### src/rtl/mul_result_collector.sv
// ============================================================================
// Module   : mul_result_collector
// Brief    : Session-framed collector for the 4x4 multiplier result stream.
//            FIFO-buffered valid/ready output, product count, drop flag.
//            Optional accumulator output enabled by MUL_COLLECT_SUM_EN.
// Revision : 1.0 - initial release
// ============================================================================
`default_nettype none

module mul_result_collector #(
   parameter int DATA_W = 8,
   parameter int DEPTH  = 8,
`ifdef MUL_COLLECT_SUM_EN
   parameter int SUM_W  = 16,
`endif
   parameter int CNT_W  = 16
) (
   input  logic              clk,
   input  logic              reset,
   input  logic              sess_start,
   input  logic              res_vld,
   input  logic [DATA_W-1:0] result,
   input  logic              pipe_done,
   output logic              out_vld,
   input  logic              out_rdy,
   output logic [DATA_W-1:0] out_data,
   output logic [CNT_W-1:0]  res_cnt,
   output logic              busy,
   output logic              sess_done,
`ifdef MUL_COLLECT_SUM_EN
   output logic [SUM_W-1:0]  acc_sum,
`endif
   output logic              ovf_err
);

   localparam int                 c_PTR_W   = $clog2(DEPTH);
   localparam logic [c_PTR_W:0]   c_PTR_ONE = (c_PTR_W + 1)'(1);
   localparam logic [CNT_W-1:0]   c_CNT_ONE = CNT_W'(1);
   localparam logic [CNT_W-1:0]   c_CNT_MAX = '1;

   typedef enum logic [1:0] {
      ST_IDLE    = 2'd0,
      ST_COLLECT = 2'd1,
      ST_DRAIN   = 2'd2,
      ST_DONE    = 2'd3
   } state_t;

   state_t              r_state;
   logic                r_busy;
   logic                r_sess_done;
   logic                r_ovf_err;
   logic [CNT_W-1:0]    r_res_cnt;
   logic [c_PTR_W:0]    r_wr_ptr;
   logic [c_PTR_W:0]    r_rd_ptr;
   logic [DATA_W-1:0]   r_mem [DEPTH];

   logic                w_empty;
   logic                w_full;
   logic                w_pop;
   logic                w_push;
   logic                w_drop;
   logic                w_open;

   // Extra pointer MSB distinguishes full from empty when the index bits match.
   assign w_empty = (r_wr_ptr == r_rd_ptr);
   assign w_full  = (r_wr_ptr[c_PTR_W] != r_rd_ptr[c_PTR_W]) &&
                    (r_wr_ptr[c_PTR_W-1:0] == r_rd_ptr[c_PTR_W-1:0]);
   assign w_pop   = !w_empty && out_rdy;
   assign w_push  = (r_state == ST_COLLECT) && res_vld && (!w_full || w_pop);
   assign w_drop  = (r_state == ST_COLLECT) && res_vld && w_full && !w_pop;
   assign w_open  = (r_state == ST_IDLE) && sess_start;

   assign out_vld   = !w_empty;
   assign out_data  = r_mem[r_rd_ptr[c_PTR_W-1:0]];
   assign res_cnt   = r_res_cnt;
   assign busy      = r_busy;
   assign sess_done = r_sess_done;
   assign ovf_err   = r_ovf_err;

   always_ff @(posedge clk or negedge reset) begin
      if (!reset) begin
         r_wr_ptr <= '0;
         r_rd_ptr <= '0;
         for (int i = 0; i < DEPTH; i++) begin
            r_mem[i] <= '0;
         end
      end else begin
         if (w_push) begin
            r_mem[r_wr_ptr[c_PTR_W-1:0]] <= result;
            r_wr_ptr <= r_wr_ptr + c_PTR_ONE;
         end
         if (w_pop) begin
            r_rd_ptr <= r_rd_ptr + c_PTR_ONE;
         end
      end
   end

   always_ff @(posedge clk or negedge reset) begin
      if (!reset) begin
         r_res_cnt <= '0;
         r_ovf_err <= 1'b0;
      end else if (w_open) begin
         r_res_cnt <= '0;
         r_ovf_err <= 1'b0;
      end else begin
         if (w_push && (r_res_cnt != c_CNT_MAX)) begin
            r_res_cnt <= r_res_cnt + c_CNT_ONE;
         end
         if (w_drop) begin
            r_ovf_err <= 1'b1;
         end
      end
   end

   always_ff @(posedge clk or negedge reset) begin
      if (!reset) begin
         r_state     <= ST_IDLE;
         r_busy      <= 1'b0;
         r_sess_done <= 1'b0;
      end else begin
         r_sess_done <= 1'b0;
         case (r_state)
            ST_IDLE: begin
               if (sess_start) begin
                  r_state <= ST_COLLECT;
                  r_busy  <= 1'b1;
               end
            end
            ST_COLLECT: begin
               if (pipe_done) begin
                  r_state <= ST_DRAIN;
               end
            end
            ST_DRAIN: begin
               if (w_empty) begin
                  r_state     <= ST_DONE;
                  r_busy      <= 1'b0;
                  r_sess_done <= 1'b1;
               end
            end
            ST_DONE: begin
               r_state <= ST_IDLE;
            end
            default: begin
               r_state <= ST_IDLE;
               r_busy  <= 1'b0;
            end
         endcase
      end
   end

`ifdef MUL_COLLECT_SUM_EN
   logic [SUM_W-1:0] r_acc_sum;

   assign acc_sum = r_acc_sum;

   // Wraps modulo 2^SUM_W; holds after the session until the next sess_start.
   always_ff @(posedge clk or negedge reset) begin
      if (!reset) begin
         r_acc_sum <= '0;
      end else if (w_open) begin
         r_acc_sum <= '0;
      end else if (w_push) begin
         r_acc_sum <= r_acc_sum + SUM_W'(result);
      end
   end
`endif

endmodule

`default_nettype wire

### config.mk
export PLATFORM = sky130hd
export DESIGN_NAME = mul_result_collector
export DESIGN_NICKNAME = d
export VERILOG_FILES = /design/src/rtl/mul_result_collector.sv
export SDC_FILE = /design/constraint.sdc
export NUM_CORES = 1
export LEC_CHECK = 0
export BUFFER_PORTS_ARGS = -buffer_cell sky130_fd_sc_hd__buf_2
export CORE_MARGIN = 1
export CORE_UTILIZATION = 25
export CTS_BUF_LIST = sky130_fd_sc_hd__clkbuf_16
export CTS_CLUSTER_SIZE = 40
export DETAILED_ROUTE_END_ITERATION = 16
export GPL_ROUTABILITY_DRIVEN = 1
export PLACE_DENSITY = 0.47
export SYNTH_ARGS = -nofsm -noshare
export SYNTH_HDL_FRONTEND = slang
export SYNTH_SLANG_ARGS = --single-unit
### constraint.sdc
create_clock -name clk -period 3.28 [get_ports clk]
set_input_delay 0.82 -clock clk [delete_from_list [all_inputs] [get_ports clk]]
set_output_delay 0.82 -clock clk [all_outputs]
set_load 0.005 [all_outputs]
==> summary.md <==
| Metric | Value |
|---|---|
| Antenna-violating nets left | 0 |
| Vias | 2,901 |
| Setup bufs post-CTS | 0 |
| Area leader, netlist | dfrtp_1 |
| Layout area overhead | 17.6% |
| Rows | 48 |
| Crit-path max FO | 19 |
| Required time of the worst setup path | about 2500 ps |
| Leakage | 0.00234 uW |
| Die height | 136 um |
| Via density | approximately 4.8 |
| Synth cell count leaders | dfrtp_1 (93), mux2_2 (73), nand2_1 (21) |
| Final Hold Fails | 0 |
| Share of layout cells above drive strength 1 | 42.7% |
| DRC | 0 |
| Routed length per placed instance | 16.8 um |
| Grt total ovfl | 0 |
| I/O pins | 42 |
| Synth area leaders | dfrtp_1 (52%), mux2_2 (18%), mux4_2 (8.0%) |
| Crit path from | r_rd_ptr[0]$_DFFE_PN0P_ |
| Crit path capture type | primary output |
| Synthesized netlist cell count | 330 |
| Root buffer cell | clkbuf_16 |
| Yosys reg bits | 93 |
| Crit start category | register |
| WS Path Type | register to primary output |
| WL final | approximately 10 mm |
| Post-Syn Area | 4500 sq um |
| Max-cap violations | 0 |
| CTS Buf Count | 9 |
| Worst Tran Pin Value | between 800 and 900 ps |
| Synth top area share | 51.7% |
| Slew Limit Fails | 0 |
| Final Cycle Share | 88.3% |
| Critical R2R Launch | r_wr_ptr[2]$_DFFE_PN0P_ |
| Most frequent cell after synthesis | dfrtp_1 |
| R2R cell count | 5 |
| Final core utilization | between 30% and 40% |
| Antenna violations before repair | 1 |
| Clk_skew | 7.64 ps |
| Port-buffer cells | 41 |
| Cts repair resizes | 0 |
| Clock sinks | slightly above 90 |
| Post-route setup TNS | 0 ps |
| VDD IR-drop max | ~0.00034 V |
| Worst R2R End | r_mem[43]$_DFFE_PN0P_ |
| Post-synth top flop | dfrtp_1 |
| Post-synth EDFFs | 0 |
| Aggregate global-route resource usage | 12.0% |
| HP Class | register to register |
| Syn nets | 350 |
| Ys async rst share | 100% |
| Final GP Congestion | 0.744 |
| Initial Utilization | approximately 26% |
| # fillers | 1,785 |
| F_max | about 0.35 GHz |
| H-tree depth | 3 |
| Die X | 136 um |
| Core footprint | 17,400 sq um |
| Worst skew pair latency | between 300 and 400 ps |
| Final Critical Period | 2900 ps |
| DP HPWL | ~6.8 mm |
| Critical Path AT | 2080 ps |
| # hold bufs at CTS | 0 |
| Run status | complete, no violations |
| Diode count | 0 |
| CTS max path bufs | 2 |
| Total die area | between 15,000 and 20,000 sq um |
| Pwr per Cell Area | 853 nW/um^2 |
| Worst slew margin | a little over two fifths |
| First-pass GRT wire length | around 17 mm |
| Largest net degree at the start of global routing | 48 |
| Nets@finish | 398 |
| Final setup violation count | 0 |
| DRT Pass-1 Iters | 4 |
| Warnings from Yosys | 0 |
| Worst setup path endpoint | out_data[2] |
| Post-synthesis cell type count | 47 |
| Register area share after synthesis | 51.7% |
| DR iter-0 viols | 108 |
| RSZ-0062 raised after global routing | false |
| Clock slew at reported path FFs | around 60 ps |
| Syn avg cell area | ~14 sq um |
| FF-to-FF setup slack | about 550 ps |
| Vias in the first global route | 2,941 |
| CTS tree | done |
power breakdown:
part	switching [uW]	internal (uW)
registers	244	1550
clock network	476	597
logic	731	918
layout make-up:
type | instances | area [sq um] | area share [%]
clock buffers | 9 | 225 | 4.25
flip-flops and latches | 93 | 2330 | 44.0
repair buffers | 51 | 295 | 5.58
inverters | 5 | 18.8 | 0.355
well taps | 225 | 282 | 5.32
clock inverters | 6 | 71.3 | 1.35
multi-input cells | 218 | 2070 | 39.2
flip-flops by register name, indices dropped and copies added (netlist names):
signal,flops
res_cnt,16
r_rd_ptr,4
r_mem,64
ovf_err,1
r_state,2
busy,1
sess_done,1
r_wr_ptr,4
kinds of logic after synthesis:
| group | after synthesis | synth area share [%] |
|---|---|---|
| muxes | 91 | 26.7 |
| DFF | 93 | 51.7 |
| and+or+nand+nor | 78 | 10.8 |
| AOI/OAI and AO/OA | 32 | 4.81 |
| xor gates and xnor gates | 11 | 2.14 |
| buffers and inverters | 19 | 2.25 |
| adders and majority gates | 6 | 1.67 |
routing by layer:
layer	vias to the layer above	routed length, um	part of all wire (%)	track usage, %
li1	1330	-	-	-
met2	62	4720	46	18.6
met3	13	581	5.7	3.80
met4	2	123	1.2	3.70
met1	1494	4790	47	15.9
met5	-	13	0.13	0
layout by cell type, fill, tap and decap left out, types with 2 or more instances in the layout:
| cell type | instances |
|---|---|
| mux2_2 | 73 |
| or3_1 | 2 |
| mux4_2 | 16 |
| nor4_1 | 3 |
| nor4b_4 | 3 |
| nand2b_1 | 2 |
| o31ai_1 | 3 |
| nor3_2 | 2 |
| xnor2_1 | 9 |
| nand3_1 | 12 |
| mux2i_1 | 2 |
| a211oi_1 | 2 |
| clkbuf_16 | 9 |
| or4_1 | 6 |
| nor2b_1 | 2 |
| a21oi_1 | 8 |
| nor2_1 | 11 |
| ha_1 | 6 |
| nand2_1 | 21 |
| nand4_1 | 5 |
| inv_6 | 2 |
| nor3_1 | 2 |
| buf_2 | 40 |
| xor2_1 | 2 |
| o211ai_1 | 2 |
| inv_1 | 5 |
| o21ai_0 | 6 |
| dfrtp_1 | 93 |
| buf_4 | 10 |
worst min path at each step:
stage | from | to | slack, ps | cells after the start
after global placement | r_rd_ptr[3]$_DFFE_PN0P_ | r_rd_ptr[3]$_DFFE_PN0P_ | 480 | 1
after floorplan | r_wr_ptr[3]$_DFFE_PN0P_ | r_wr_ptr[3]$_DFFE_PN0P_ | 460 | 1
after CTS | r_wr_ptr[3]$_DFFE_PN0P_ | r_wr_ptr[3]$_DFFE_PN0P_ | 500 | 1
final | r_wr_ptr[3]$_DFFE_PN0P_ | r_wr_ptr[3]$_DFFE_PN0P_ | 490 | 1
after detailed placement | r_wr_ptr[3]$_DFFE_PN0P_ | r_wr_ptr[3]$_DFFE_PN0P_ | 490 | 1
after global routing | r_mem[3]$_DFFE_PN0P_ | r_mem[3]$_DFFE_PN0P_ | 520 | 1
worst max-delay path, cell delays in order (launching register included):
cell     delay (ps)
dfrtp_1         360
buf_4           370
mux4_2          560
mux2_2          280
buf_2           140
metrics by stage:
| step | worst slack (ps) | power (uW) | instance area (sq um) | hold WS (ps) | std cells |
|---|---|---|---|---|---|
| 6_report | 384 | 4520 | 5290 | 487 | 607 |
| 5_1_grt | 284 | 4830 | 5290 | 523 | 607 |
| 4_1_cts | 339 | 4600 | 5290 | 496 | 607 |
| 3_5_place_dp | 519 | 3500 | 5000 | 487 | 592 |
| 3_3_place_gp | 540 | 3450 | 5000 | 478 | 592 |
| 2_1_floorplan | 844 | 2990 | 4500 | 462 | 330 |
Power figures use the tool's default switching activity.
